--- src/rtl/uart_rx_8n1.sv ---
// uart_rx_8n1 -- 8N1 UART receiver.
//
// Samples the asynchronous serial line through a flop synchronizer, finds the
// middle of each bit by counting system clocks, and delivers every good byte
// on rx_msg with a one-cycle rx_complete strobe. A stop bit sampled low
// discards the byte, pulses framing_err and parks the receiver until the line
// returns high. A start bit that is no longer low at its midpoint is treated
// as a glitch and ignored.
//
// Ports
//   clk_50M      in   1  system clock
//   rst_n        in   1  asynchronous active-low reset
//   rx_in        in   1  serial line, asynchronous, idles high
//   rx_msg       out  8  last good byte (LSB received first), held until the next one
//   rx_complete  out  1  one-cycle pulse: rx_msg updated this cycle
//   framing_err  out  1  one-cycle pulse: stop bit was low, byte dropped
//   rx_busy      out  1  high whenever the receiver is not idle
module uart_rx_8n1 #(
    parameter int CLKS_PER_BIT = 434,
    parameter int SYNC_STAGES  = 2
) (
    input  logic       clk_50M,
    input  logic       rst_n,
    input  logic       rx_in,
    output logic [7:0] rx_msg,
    output logic       rx_complete,
    output logic       framing_err,
    output logic       rx_busy
);

    localparam int CNT_W = $clog2(CLKS_PER_BIT);
    localparam logic [CNT_W-1:0] HALF_CNT = CNT_W'((CLKS_PER_BIT - 1) / 2);
    localparam logic [CNT_W-1:0] LAST_CNT = CNT_W'(CLKS_PER_BIT - 1);

    typedef enum logic [2:0] {
        S_IDLE,
        S_START,
        S_DATA,
        S_STOP,
        S_BREAK
    } state_t;

    state_t             state, state_n;
    logic [CNT_W-1:0]   clk_cnt, clk_cnt_n;
    logic [2:0]         bit_idx, bit_idx_n;
    logic [7:0]         shreg, shreg_n;
    logic [7:0]         rx_msg_n;
    logic               rx_complete_n;
    logic               framing_err_n;

    // Synchronizer: presets to the idle level so reset release never looks
    // like a start edge.
    logic [SYNC_STAGES-1:0] sync;
    logic                   rx_s;

    always_ff @(posedge clk_50M or negedge rst_n) begin
        if (!rst_n) begin
            sync <= '1;
        end else begin
            sync <= {sync[SYNC_STAGES-2:0], rx_in};
        end
    end

    assign rx_s = sync[SYNC_STAGES-1];

    // State and datapath registers.
    always_ff @(posedge clk_50M or negedge rst_n) begin
        if (!rst_n) begin
            state       <= S_IDLE;
            clk_cnt     <= '0;
            bit_idx     <= '0;
            shreg       <= '0;
            rx_msg      <= '0;
            rx_complete <= 1'b0;
            framing_err <= 1'b0;
        end else begin
            state       <= state_n;
            clk_cnt     <= clk_cnt_n;
            bit_idx     <= bit_idx_n;
            shreg       <= shreg_n;
            rx_msg      <= rx_msg_n;
            rx_complete <= rx_complete_n;
            framing_err <= framing_err_n;
        end
    end

    // Next-state and next-value logic.
    always_comb begin
        state_n       = state;
        clk_cnt_n     = clk_cnt;
        bit_idx_n     = bit_idx;
        shreg_n       = shreg;
        rx_msg_n      = rx_msg;
        rx_complete_n = 1'b0;
        framing_err_n = 1'b0;

        case (state)
            S_IDLE: begin
                clk_cnt_n = '0;
                if (!rx_s) begin
                    state_n = S_START;
                end
            end

            // Re-check the line at mid start bit; a high level here means the
            // falling edge was noise.
            S_START: begin
                if (clk_cnt == HALF_CNT) begin
                    clk_cnt_n = '0;
                    if (!rx_s) begin
                        state_n   = S_DATA;
                        bit_idx_n = '0;
                    end else begin
                        state_n = S_IDLE;
                    end
                end else begin
                    clk_cnt_n = clk_cnt + CNT_W'(1);
                end
            end

            // Counter was aligned to mid start bit, so a full bit period later
            // lands in the middle of each data bit.
            S_DATA: begin
                if (clk_cnt == LAST_CNT) begin
                    clk_cnt_n          = '0;
                    shreg_n[bit_idx]   = rx_s;
                    if (bit_idx == 3'd7) begin
                        state_n = S_STOP;
                    end else begin
                        bit_idx_n = bit_idx + 3'd1;
                    end
                end else begin
                    clk_cnt_n = clk_cnt + CNT_W'(1);
                end
            end

            // Leaving for IDLE at mid stop bit gives half a bit of slack for
            // back-to-back frames and transmitter clock skew.
            S_STOP: begin
                if (clk_cnt == LAST_CNT) begin
                    clk_cnt_n = '0;
                    if (rx_s) begin
                        rx_msg_n      = shreg;
                        rx_complete_n = 1'b1;
                        state_n       = S_IDLE;
                    end else begin
                        framing_err_n = 1'b1;
                        state_n       = S_BREAK;
                    end
                end else begin
                    clk_cnt_n = clk_cnt + CNT_W'(1);
                end
            end

            // A line held low must go high before another frame can start.
            S_BREAK: begin
                clk_cnt_n = '0;
                if (rx_s) begin
                    state_n = S_IDLE;
                end
            end

            default: begin
                state_n   = S_IDLE;
                clk_cnt_n = '0;
            end
        endcase
    end

    assign rx_busy = (state != S_IDLE);

endmodule

--- config.mk ---
export PLATFORM = sky130hd
export DESIGN_NAME = uart_rx_8n1
export DESIGN_NICKNAME = d
export VERILOG_FILES = /design/src/rtl/uart_rx_8n1.sv
export SDC_FILE = /design/constraint.sdc
export NUM_CORES = 1
export LEC_CHECK = 0
export CAP_MARGIN = 20
export CORE_MARGIN = 5
export CORE_UTILIZATION = 56
export CTS_CLUSTER_DIAMETER = 40
export DETAILED_ROUTE_END_ITERATION = 10
export PLACE_DENSITY_LB_ADDON = 0.1
export SLEW_MARGIN = 5
export SYNTH_ARGS = -nofsm -noshare
export SYNTH_HDL_FRONTEND = slang
export SYNTH_SLANG_ARGS = --single-unit
--- constraint.sdc ---
create_clock -name clk_50M -period 3.1 [get_ports clk_50M]
set_clock_uncertainty 0.15 [all_clocks]
set_input_delay 0.62 -clock clk_50M [delete_from_list [all_inputs] [get_ports clk_50M]]
set_output_delay 0.62 -clock clk_50M [all_outputs]
set_load 0.005 [all_outputs]
==> summary.md <==
| Metric | Value |
|---|---|
| First-pass GRT wire length | `5260 um` |
| Antenna Nets Post-Route | `0` |
| CTS HTree Levels | `2` |
| Row cnt | `19` |
| Sw power | `0.158 mW` |
| Yosys reg bits | `35` |
| CTS tree | `yes` |
| Vias | `1078` |
| Slowest CP cell | `or4b_1` |
| Worst hold margin | `0.216 ns` |
| Final Critical Period | `2.49 ns` |
| Resized cells post-CTS | `0` |
| Setup repair bufs after CTS | `0` |
| Peak VDD IR | `0.000384 V` |
| Worst slew margin | `67.3%` |
| HP Class | `flop to flop` |
| Synth top area share | `50.6%` |
| Critical path class | `flop to flop` |
| Clk buf depth | `2` |
| DP HPWL | `1980 um` |
| Fillers | `210` |
| Die W | `64.0 um` |
| IO Count | `14` |
| Pint | `0.551 mW` |
| I/O Buffers | `13` |
| GPL Wtd Cong | `0.763` |
| Top cells by area, synth | `dfrtp_1 51%, mux2_2 12%, ha_1 3.8%` |
| Clock root buffer | `clkbuf_4` |
| WP data required | `3.17 ns` |
| Critical Path End Type | `flop` |
| Initial antenna violation count | `0` |
| Status | `completed` |
| Die ar. | `4100 sq um` |
| Max Cap Violations | `0` |
| Pin count of the biggest net entering global routing | `36` |
| Switching part of the total | `22.3%` |
| Syn Nets | `146` |
| F_max | `402 MHz` |
| GRT Total Usage | `16.4%` |
| Seq pwr share | `65.1%` |
| Final setup fails | `0` |
| Drt pass-1 iters | `4` |
| Cts hold-fix bufs | `0` |
| Final Hold Fails | `0` |
| DR WL/cell | `15.6 um` |
| Multi-input logic area | `709 sq um` |
| FF/Latch Area | `878 sq um` |
| WP data arrival | `2.55 ns` |
| Core area | `2780 sq um` |
| Largest area contributor in the netlist | `dfrtp_1` |
| DR iter-0 viols | `61` |
| Syn Inst Count | `138` |
| Clk network pwr share | `32.9%` |
| Vias per inst | `5.83` |
| Fin crit share | `80.2%` |
| Final Max Tran Viols | `0` |
| Post-synthesis area per instance | `11.8 sq um` |
| RSZ-0062 raised after global routing | `false` |
| Worst skew pair latency | `0.33 ns` |
| Nets | `161` |
| Vias in the first global route | `1156` |
| Worst setup SP type | `flop` |
| Cell variety after synth | `35` |
| Routed wire length | `2890 um` |
| Flop-to-flop setup slack | `0.61 ns` |
| # DRC | `0` |
| Sequential-to-total area share from yosys stat | `53.8%` |
| YS warnings | `0` |
| Syn Std Cell Area | `1630 sq um` |
| Layout cells sized above 1 | `20.1%` |
| Worst-margin pin slew | `0.489 ns` |
| Crit path max fanout | `9` |
| Clk sink count | `35` |
| Inserted Clock Buffers | `5` |
| Combinational share of power | `2.0%` |
| Power Density | `388 nW/um^2` |
| Initial core utilization | `58.7%` |
| Leakage | `0.800 nW` |
| Chip Height | `64.0 um` |
| Crit path cell chain | `or4b_1 -> or2_1 -> nor3_4 -> mux2_2` |
| Worst path max stage delay | `0.53 ns` |
| Layout area overhead | `11.8%` |
| Diodes inserted | `0` |
| Setup_tns | `0 ns` |
| Congestion Overflow GR | `0` |
| Clock transition at the registers of the reported paths | `0.10 ns` |
-- metal layers --
| metal | vias to the layer above | global-route usage, % | share of wire, % |
|---|---|---|---|
| met5 | - | 0 | 0 |
| met4 | 0 | 7.01 | 1.0 |
| met3 | 4 | 4.38 | 3.7 |
| met2 | 20 | 26.5 | 48 |
| met1 | 533 | 20.8 | 48 |
| li1 | 521 | - | - |
-- cell usage in the layout (no fill, tap or decap), drive strengths merged, types with 2 or more instances in the layout --
cell and count:
a21oi 2, a22o 2, clkbuf 7, clkdlybuf4s50 13, dfrtp 33, dfstp 2
ha 5, inv 3, mux2 17, nand2 5, nand3 6, nand4 5
nand4b 2, nor2 16, nor2b 4, nor3 5, nor4 2, o211ai 2
or3b 2, or4b 2, xnor2 5, xor2 2
-- logic make-up (layout without fill, tap and decap cells) --
logic type	count (synthesis)	after routing	share of synthesized area [%]
compound gates	11	11	5.52
simple gates	54	54	18.6
xor+xnor	7	7	3.75
mux	17	17	11.7
flops	35	35	53.8
buf+inv	9	25	2.76
fa+ha+maj	5	5	3.83
-- path summary, 6_finish.rpt --
check | cells after the start | startpoint | end
setup / recovery | 4 | clk_cnt[2] | rx_msg[3]
hold / removal | 0 | sync[0] | sync[1]
setup reg to reg | 4 | clk_cnt[2] | rx_msg[3]
hold reg to reg | 0 | sync[0] | sync[1]
max in group asynchronous | 2 | rst_n | sync[0]
min in group asynchronous | 2 | rst_n | framing_err
-- critical path, delay by kind of cell, from the launching register on --
| family | cells | cell delay [ns] |
|---|---|---|
| and+or+nand+nor | 3 | 1.38 |
| muxes | 1 | 0.39 |
| DFF | 1 | 0.45 |
-- layout make-up --
cell class                 count  share of cell area, %
tap                           31                   2.12
timing repair buffer          14                   7.54
clock inverter                 1                  0.274
multi-input combinational     94                   38.9
inverter                       3                  0.617
clock buffer                   7                   2.47
sequential                    35                   48.1
-- registers in the layout, summed over array words and instances, names as in the netlist --
name         cells
state            3
rx_complete      1
framing_err      1
clk_cnt          9
bit_idx          3
shreg            8
rx_msg           8
sync             2
-- Yosys cell counts --
master	number
dfrtp_1	33
mux2_2	17
nor2_1	16
nand3_1	6
ha_1	5
nand2_1	5
nand4_1	5
xnor2_1	5
clkbuf_1	4
nor2b_1	4
nor3_1	4
inv_1	3
a21oi_1	2
a22o_1	2
dfstp_2	2
nand4b_1	2
nor4_1	2
o211ai_1	2
or3b_2	2
xor2_1	2
a2111o_1	1
a21boi_2	1
a311oi_1	1
a31oi_1	1
a41o_1	1
buf_4	1
buf_6	1
nand2b_1	1
nor3_4	1
nor3b_1	1
nor4b_1	1
or2_1	1
or3_1	1
or4b_1	1
or4b_2	1
-- per-stage QoR --
step	setup WS (ns)	std cells	area (sq um)	util, %	total power [mW]
after floorplan	0.863	138	1630	-	0.472
after global placement	0.649	177	1780	63.8	0.485
after detailed placement	0.604	177	1780	63.8	0.486
after CTS	0.592	185	1830	65.6	0.719
after global routing	0.447	185	1830	65.6	0.749
final	0.613	185	1830	65.6	0.709
-- power groups by stage --
stage               registers, mW  logic (mW)  clock network (mW)
floorplan                   0.468     0.00369                   0
global placement            0.470      0.0148                   0
detailed placement          0.470      0.0153                   0
CTS                         0.462      0.0153               0.242
global route                0.462      0.0171               0.270
finish                      0.461      0.0143               0.233
Note: power is estimated with default switching activity, not from simulation.
